[src/rtl/risc5_mem_pkg.sv]
// risc5_mem_pkg
// Shared constants and helpers for the RISC5 SRAM arbiter slice.
//   SRAM_AW          : SRAM word-address width (256K words)
//   FB_BASE_DEFAULT  : word address of the first framebuffer word
//   FB_WORDS_DEFAULT : words fetched per frame (1024x768 at 1 bpp)
//   lane_be()        : CPU byte-lane enables from ben and adr[1:0]
package risc5_mem_pkg;

  localparam int SRAM_AW = 18;
  localparam logic [SRAM_AW-1:0] FB_BASE_DEFAULT = 18'h37FC0;
  localparam int FB_WORDS_DEFAULT = 24576;

  // Word access enables all four lanes; a byte access enables the one
  // lane selected by the low address bits (00 -> 0001, 11 -> 1000).
  function automatic logic [3:0] lane_be(input logic ben, input logic [1:0] lane);
    logic [3:0] be;
    be = 4'b1111;
    if (ben) begin
      be = 4'b0001 << lane;
    end
    return be;
  endfunction

endpackage

[src/rtl/risc5_vid_fifo.sv]
// risc5_vid_fifo
// Synchronous show-ahead FIFO between the video prefetch slots and scanout.
//   clk, rst : clock and synchronous active-high reset
//   flush    : empties the FIFO (same effect as reset on pointers/count)
//   push/din : write a word; ignored when full
//   pop      : advance the head; ignored when empty
//   dout     : head word, valid whenever empty is low
//   count    : current occupancy
//   empty    : occupancy is zero
// DEPTH must be a power of two and at least 2.
module risc5_vid_fifo #(
  parameter int DEPTH = 8,
  parameter int WIDTH = 32,
  localparam int AW   = $clog2(DEPTH)
) (
  input  logic             clk,
  input  logic             rst,
  input  logic             flush,
  input  logic             push,
  input  logic [WIDTH-1:0] din,
  input  logic             pop,
  output logic [WIDTH-1:0] dout,
  output logic [AW:0]      count,
  output logic             empty
);

  logic [WIDTH-1:0] mem_q [DEPTH];
  logic [AW-1:0]    wr_ptr_q, wr_ptr_d;
  logic [AW-1:0]    rd_ptr_q, rd_ptr_d;
  logic [AW:0]      count_q, count_d;
  logic             do_push, do_pop;

  assign do_push = push & (count_q != (AW+1)'(DEPTH)) & ~flush;
  assign do_pop  = pop & (count_q != '0) & ~flush;

  always_comb begin
    wr_ptr_d = wr_ptr_q;
    rd_ptr_d = rd_ptr_q;
    count_d  = count_q;
    if (flush) begin
      wr_ptr_d = '0;
      rd_ptr_d = '0;
      count_d  = '0;
    end else begin
      if (do_push) wr_ptr_d = wr_ptr_q + 1'b1;
      if (do_pop)  rd_ptr_d = rd_ptr_q + 1'b1;
      // Simultaneous push and pop leave occupancy unchanged.
      case ({do_push, do_pop})
        2'b10:   count_d = count_q + 1'b1;
        2'b01:   count_d = count_q - 1'b1;
        default: count_d = count_q;
      endcase
    end
  end

  always_ff @(posedge clk) begin
    if (rst) begin
      wr_ptr_q <= '0;
      rd_ptr_q <= '0;
      count_q  <= '0;
    end else begin
      wr_ptr_q <= wr_ptr_d;
      rd_ptr_q <= rd_ptr_d;
      count_q  <= count_d;
    end
  end

  // Storage has no reset; one write port per entry keeps the array tiny
  // and lets the head be read combinationally for show-ahead.
  for (genvar gi = 0; gi < DEPTH; gi++) begin : g_entry
    always_ff @(posedge clk) begin
      if (do_push && (wr_ptr_q == AW'(gi))) begin
        mem_q[gi] <= din;
      end
    end
  end

  assign dout  = mem_q[rd_ptr_q];
  assign count = count_q;
  assign empty = (count_q == '0);

endmodule

[src/rtl/risc5_sram_arbiter.sv]
// risc5_sram_arbiter
// Memory-side responder for the RISC5 CPU bus driving one asynchronous
// 32-bit SRAM. CPU accesses run in zero wait states; the video prefetch
// engine steals single-cycle slots (CPU stalled via stallX) to keep the
// scanout FIFO topped up.
//   clk, rst                : clock, synchronous active-high reset
//   adr, rd, wr, ben, outbus: CPU bus request
//   inbus, codebus          : load / instruction data to the CPU
//   stallX                  : CPU stall, high during a video slot
//   sram_*                  : asynchronous SRAM interface
//   vid_start               : frame-start pulse (highest priority)
//   vid_rd_en, vid_data     : show-ahead pop interface to scanout
//   vid_empty, vid_underrun : FIFO empty, sticky underrun flag
module risc5_sram_arbiter
  import risc5_mem_pkg::*;
#(
  parameter logic [SRAM_AW-1:0] FB_BASE = FB_BASE_DEFAULT,
  parameter int FB_WORDS   = FB_WORDS_DEFAULT,
  parameter int FIFO_DEPTH = 8,
  parameter int FIFO_LOW   = 4
) (
  input  logic               clk,
  input  logic               rst,
  input  logic [23:0]        adr,
  input  logic               rd,
  input  logic               wr,
  input  logic               ben,
  input  logic [31:0]        outbus,
  output logic [31:0]        inbus,
  output logic [31:0]        codebus,
  output logic               stallX,
  output logic [SRAM_AW-1:0] sram_adr,
  input  logic [31:0]        sram_din,
  output logic [31:0]        sram_dout,
  output logic               sram_we,
  output logic [3:0]         sram_be,
  input  logic               vid_start,
  input  logic               vid_rd_en,
  output logic [31:0]        vid_data,
  output logic               vid_empty,
  output logic               vid_underrun
);

  localparam int CW = $clog2(FIFO_DEPTH) + 1;
  localparam int RW = SRAM_AW + 1;

  logic               slot_q, slot_d;
  logic               vid_active_q, vid_active_d;
  logic               underrun_q, underrun_d;
  logic [SRAM_AW-1:0] ptr_q, ptr_d;
  logic [RW-1:0]      remaining_q, remaining_d;
  logic [CW-1:0]      fifo_count;
  logic               fifo_push, fifo_pop;
  logic               unused_bits;

  // Loads are combinational and rd is implied by the CPU cycle, so rd and
  // the address bits above the SRAM window are not decoded here.
  assign unused_bits = ^{adr[23:20], rd};

  // A slot that coincides with vid_start is discarded by the flush.
  assign fifo_push = slot_q & ~vid_start;
  assign fifo_pop  = vid_rd_en & ~vid_empty;

  // Slot grant depends only on registered state and vid_start, never on
  // rd/wr, because the CPU qualifies its strobes with stallX.
  assign slot_d = vid_active_q & (fifo_count < CW'(FIFO_LOW)) & ~slot_q & ~vid_start;

  always_comb begin
    vid_active_d = vid_active_q;
    underrun_d   = underrun_q;
    ptr_d        = ptr_q;
    remaining_d  = remaining_q;
    if (vid_start) begin
      vid_active_d = 1'b1;
      underrun_d   = 1'b0;
      ptr_d        = FB_BASE;
      remaining_d  = RW'(FB_WORDS);
    end else begin
      if (vid_rd_en && vid_empty) underrun_d = 1'b1;
      if (fifo_push) begin
        ptr_d       = ptr_q + 1'b1;   // wraps modulo 2^18
        remaining_d = remaining_q - 1'b1;
        if (remaining_q == RW'(1)) vid_active_d = 1'b0;
      end
    end
  end

  always_ff @(posedge clk) begin
    if (rst) begin
      slot_q       <= 1'b0;
      vid_active_q <= 1'b0;
      underrun_q   <= 1'b0;
      ptr_q        <= FB_BASE;
      remaining_q  <= '0;
    end else begin
      slot_q       <= slot_d;
      vid_active_q <= vid_active_d;
      underrun_q   <= underrun_d;
      ptr_q        <= ptr_d;
      remaining_q  <= remaining_d;
    end
  end

  risc5_vid_fifo #(
    .DEPTH (FIFO_DEPTH),
    .WIDTH (32)
  ) u_fifo (
    .clk   (clk),
    .rst   (rst),
    .flush (vid_start),
    .push  (fifo_push),
    .din   (sram_din),
    .pop   (fifo_pop),
    .dout  (vid_data),
    .count (fifo_count),
    .empty (vid_empty)
  );

  // SRAM port mux: the video slot owns the address and forces a read.
  assign sram_adr  = slot_q ? ptr_q : adr[19:2];
  assign sram_we   = slot_q ? 1'b0 : wr;
  assign sram_be   = slot_q ? 4'b1111 : lane_be(ben, adr[1:0]);
  assign sram_dout = outbus;
  assign inbus     = sram_din;
  assign codebus   = sram_din;

  assign stallX       = slot_q;
  assign vid_underrun = underrun_q;

endmodule

[config.mk]
export PLATFORM = sky130hd
export DESIGN_NAME = risc5_sram_arbiter
export DESIGN_NICKNAME = d
export VERILOG_FILES = /design/src/rtl/risc5_mem_pkg.sv /design/src/rtl/risc5_vid_fifo.sv /design/src/rtl/risc5_sram_arbiter.sv
export SDC_FILE = /design/constraint.sdc
export NUM_CORES = 1
export LEC_CHECK = 0
export ABC_AREA = 1
export BUFFER_PORTS_ARGS = -buffer_cell sky130_fd_sc_hd__buf_2
export CAP_MARGIN = 0
export CORE_MARGIN = 4
export CORE_UTILIZATION = 56
export DETAILED_ROUTE_END_ITERATION = 10
export PLACE_DENSITY_LB_ADDON = 0.15
export SLEW_MARGIN = 25
export SYNTH_ARGS = -nofsm -noshare
export SYNTH_HDL_FRONTEND = slang
export SYNTH_HIERARCHICAL = 1
export SYNTH_SLANG_ARGS = --single-unit
[constraint.sdc]
create_clock -name clk -period 4.1 [get_ports clk]
set_clock_uncertainty 0.15 [all_clocks]
set_input_delay 0.205 -clock clk [delete_from_list [all_inputs] [get_ports clk]]
set_output_delay 0.205 -clock clk [all_outputs]
set_load 0.02 [all_outputs]
==> out/summary.txt <==
Hold Path Depth = 0
CTS Root Cell = clkbuf_16
most common cell in the synthesized netlist = edfxtp_1
Layout area overhead = 14.4%
Reg-to-Reg End = u_fifo/mem_q[7][12]
relative slew slack = 33.8%
clock-pin transition on the worst setup and hold timing paths = 0.06 ns
VDD IR max = 0.280 mV
top post-synthesis cells by count = 256 x edfxtp_1, 195 x nand2_1, 183 x nor2_1
Die Y-Extent = 164 um
Synth Area in Compound Gates = 8.85%
CP endpoint kind = output pin
Ant. Diodes = 0
critical register-to-register path startpoint = stallX
IO buf count = 179
CP Class = reg -> out
status = finished clean
CTS resizes = 0
FFs w/ async S/R, synth = 0%
Final period util = 72.3%
Period minus WS final = 2.96 ns
1st-pass router iterations = 5
Tightest Hold Check Type = in -> out
CTS tree = yes
cell taking the most area after synthesis = edfxtp_1
CP required = 3.74 ns
final setup vio count = 0
adder-cell share of the synthesized area = 1.20%
Sink Count = 309
drt total wl = 28300 um
Top Usage Layer GRT = met2
Post-Synth Simple-Gate Area = 13.1%
Mapped Nets = 1373
synth unique cells = 33
worst path arrival time = 2.61 ns
CP startpoint kind = register
Chip Width = 164 um
Most Frequent Cell on Critical Path = nand2_1
number of synthesized register bits = 309
total power = 6.72 mW
delay-heaviest family, CP = flip-flops
Longest Clk Path Bufs = 3
sequential share of the synthesized area = 64.3%
Main synth FF type = edfxtp_1
PD cells = 432 mW/mm2
crit-path cells = buf_4 > o21ai_1 > o22ai_1 > nand2_1 > nand2_1 > buf_2
Detailed Place HPWL = 16000 um
Area contributors post-synth = edfxtp_1 56%, dfxtp_1 7.8%, buf_4 5.7%, o21ai_0 5.4%, nand2_1 5.4%
top cell type's share of synthesized area = 56.5%
initial DRC count = 804
r2r setup slk = 1.20 ns
mux contribution to synthesized area = 2.35%
antenna violations before repair = 0
GR Util met1 = 27.7%
antenna-violating nets left = 0
met3 Resource Use GR = 3.11%
Starting Density = 57.5%
grt met2 use = 36.7%
drt drc = 0
Die ar. = 0.0269 mm2
Max H-tree Level = 1
GRT Total Usage = 20.9%
Synth Area per Inst = 10.8 um2
slowest stage delay, CP = 0.99 ns
vias per cell = 5.28
share of cells above drive strength 1 = 19.3%
FMAX = 337 MHz
GRT Residual Overflow = 0
final hold vios = 0
hold_sp = outbus[10]
Routed WL per cell = 16.4 um
row cnt = 56
worst-margin pin slew = 0.993 ns
leakage power = 6.00 nW
setup TNS = 0 ns
Hold Path Sink = sram_dout[10]
Syn Std Cell Area = 0.0136 mm2
Core Box Area = 0.0237 mm2
RSZ-0062 raised after global routing = false
Final Max Tran Viols = 0
Max Cap Viol = 0
R2R depth = 6
# IOs = 249
clk_lat worst skew = 0.56 ns
Post-synth EDFFs = 256
Synth Warn # = 6
pin count of the biggest net entering global routing = 97
Syn Inst Count = 1265
nets@finish = 1491
crit-path max FO = 96
vias in the first global route = 8868
XOR/XNOR share of the synthesized area = 0.515%
CP max stage cell = dfxtp_4
Hold Slack = 0.260 ns
largest family of logic cells by synthesized area = simple AND/OR/NAND/NOR gates
Filler Cell Count = 1872
first-pass GRT wire length = 45200 um
GPL Wtd Cong = 0.840
vias = 9111
crit path buf inv count = 2
cts bufs inserted = 31
==> state kept, by name (all words and copies together), names as in the netlist, named ones only <==
| register | flops |
|---|---|
| remaining_q | 19 |
| u_fifo/count | 4 |
| vid_active_q | 1 |
| u_fifo/mem_q | 256 |
| stallX | 1 |
| u_fifo/wr_ptr_q | 3 |
| u_fifo/rd_ptr_q | 3 |
| ptr_q | 18 |
| vid_underrun | 1 |
==> metal layers <==
layer,up-vias,routed length [um]
li1,4488,-
met1,4334,12300
met2,261,13900
met3,28,1670
met4,0,327
met5,-,0
==> what timing repair did <==
| item | 4_1_cts | 5_1_grt |
|---|---|---|
| endpoints found under the hold margin | 269 | 0 |
| buffers inserted | 0 | 0 |
| hold buffers | 36 | 0 |
==> metrics by stage <==
stage | utilization [%] | area, um2 | setup slack, ns | cells
global placement | 59.4 | 14100 | 1.23 | 1633
finish | 65.7 | 15600 | 1.14 | 1727
detailed placement | 59.4 | 14100 | 1.19 | 1633
global route | 65.7 | 15600 | 0.913 | 1727
floorplan | - | 13600 | 0.183 | 1265
CTS | 65.7 | 15600 | 1.12 | 1727
==> worst register-to-register path, delay by kind of cell (launching register included) <==
family / cells / cell delay [ns]
simple gates: 3 / 1.03
buf+inv: 3 / 0.76
flops: 1 / 0.65
==> logic make-up (layout without fill, tap and decap cells) <==
logic type	Yosys count	after routing
XOR/XNOR	8	8
AND/OR/NAND/NOR	444	444
adder cells (fa/ha/maj)	13	13
multiplexers	32	32
AO/OA/AOI/OAI	232	232
buffers and inverters	227	370
flip-flops	309	309
==> where the power goes <==
part / leakage, nW / internal (mW) / switching, mW
Sequential: 2.73 / 3.40 / 0.00602
Combinational: 2.72 / 0.0988 / 0.186
Clock: 0.550 / 1.86 / 1.17
Total: 6.00 / 5.36 / 1.36
==> placed cells by master, fill, tap and decap left out, drive strengths merged, types with 19 or more instances in the layout <==
cell / Yosys / routed
mux2i: 32 / 32
buf: 126 / 198
inv: 77 / 79
a21oi: 28 / 28
nor2: 188 / 188
o22ai: 32 / 32
o21ai: 170 / 170
nand2: 197 / 197
nand3: 31 / 31
dfxtp: 53 / 53
clkbuf: 23 / 38
dlygate4sd3: 0 / 36
nor3: 19 / 19
edfxtp: 256 / 256
==> final cells by class <==
type	count	area (um2)	share of cell area, %
Inverter	78	293	1.88
Multi-Input combinational cell	729	3580	23.0
Tap cell	319	399	2.56
Sequential cell	309	8760	56.3
Clock inverter	20	274	1.76
Timing Repair Buffer	234	1410	9.07
Clock buffer	38	852	5.47
==> worst max path at each step <==
stage	slack (ns)	to	cells past startpoint	start
2_1_floorplan	0.18	u_fifo/mem_q[0][0]	5	stallX
3_3_place_gp	1.23	u_fifo/mem_q[7][19]	6	stallX
3_5_place_dp	1.19	u_fifo/mem_q[7][19]	6	stallX
4_1_cts	1.12	vid_data[2]	6	register
5_1_grt	0.91	vid_data[13]	6	register
6_report	1.14	vid_data[2]	6	register
(Power assumes the default switching activity.)
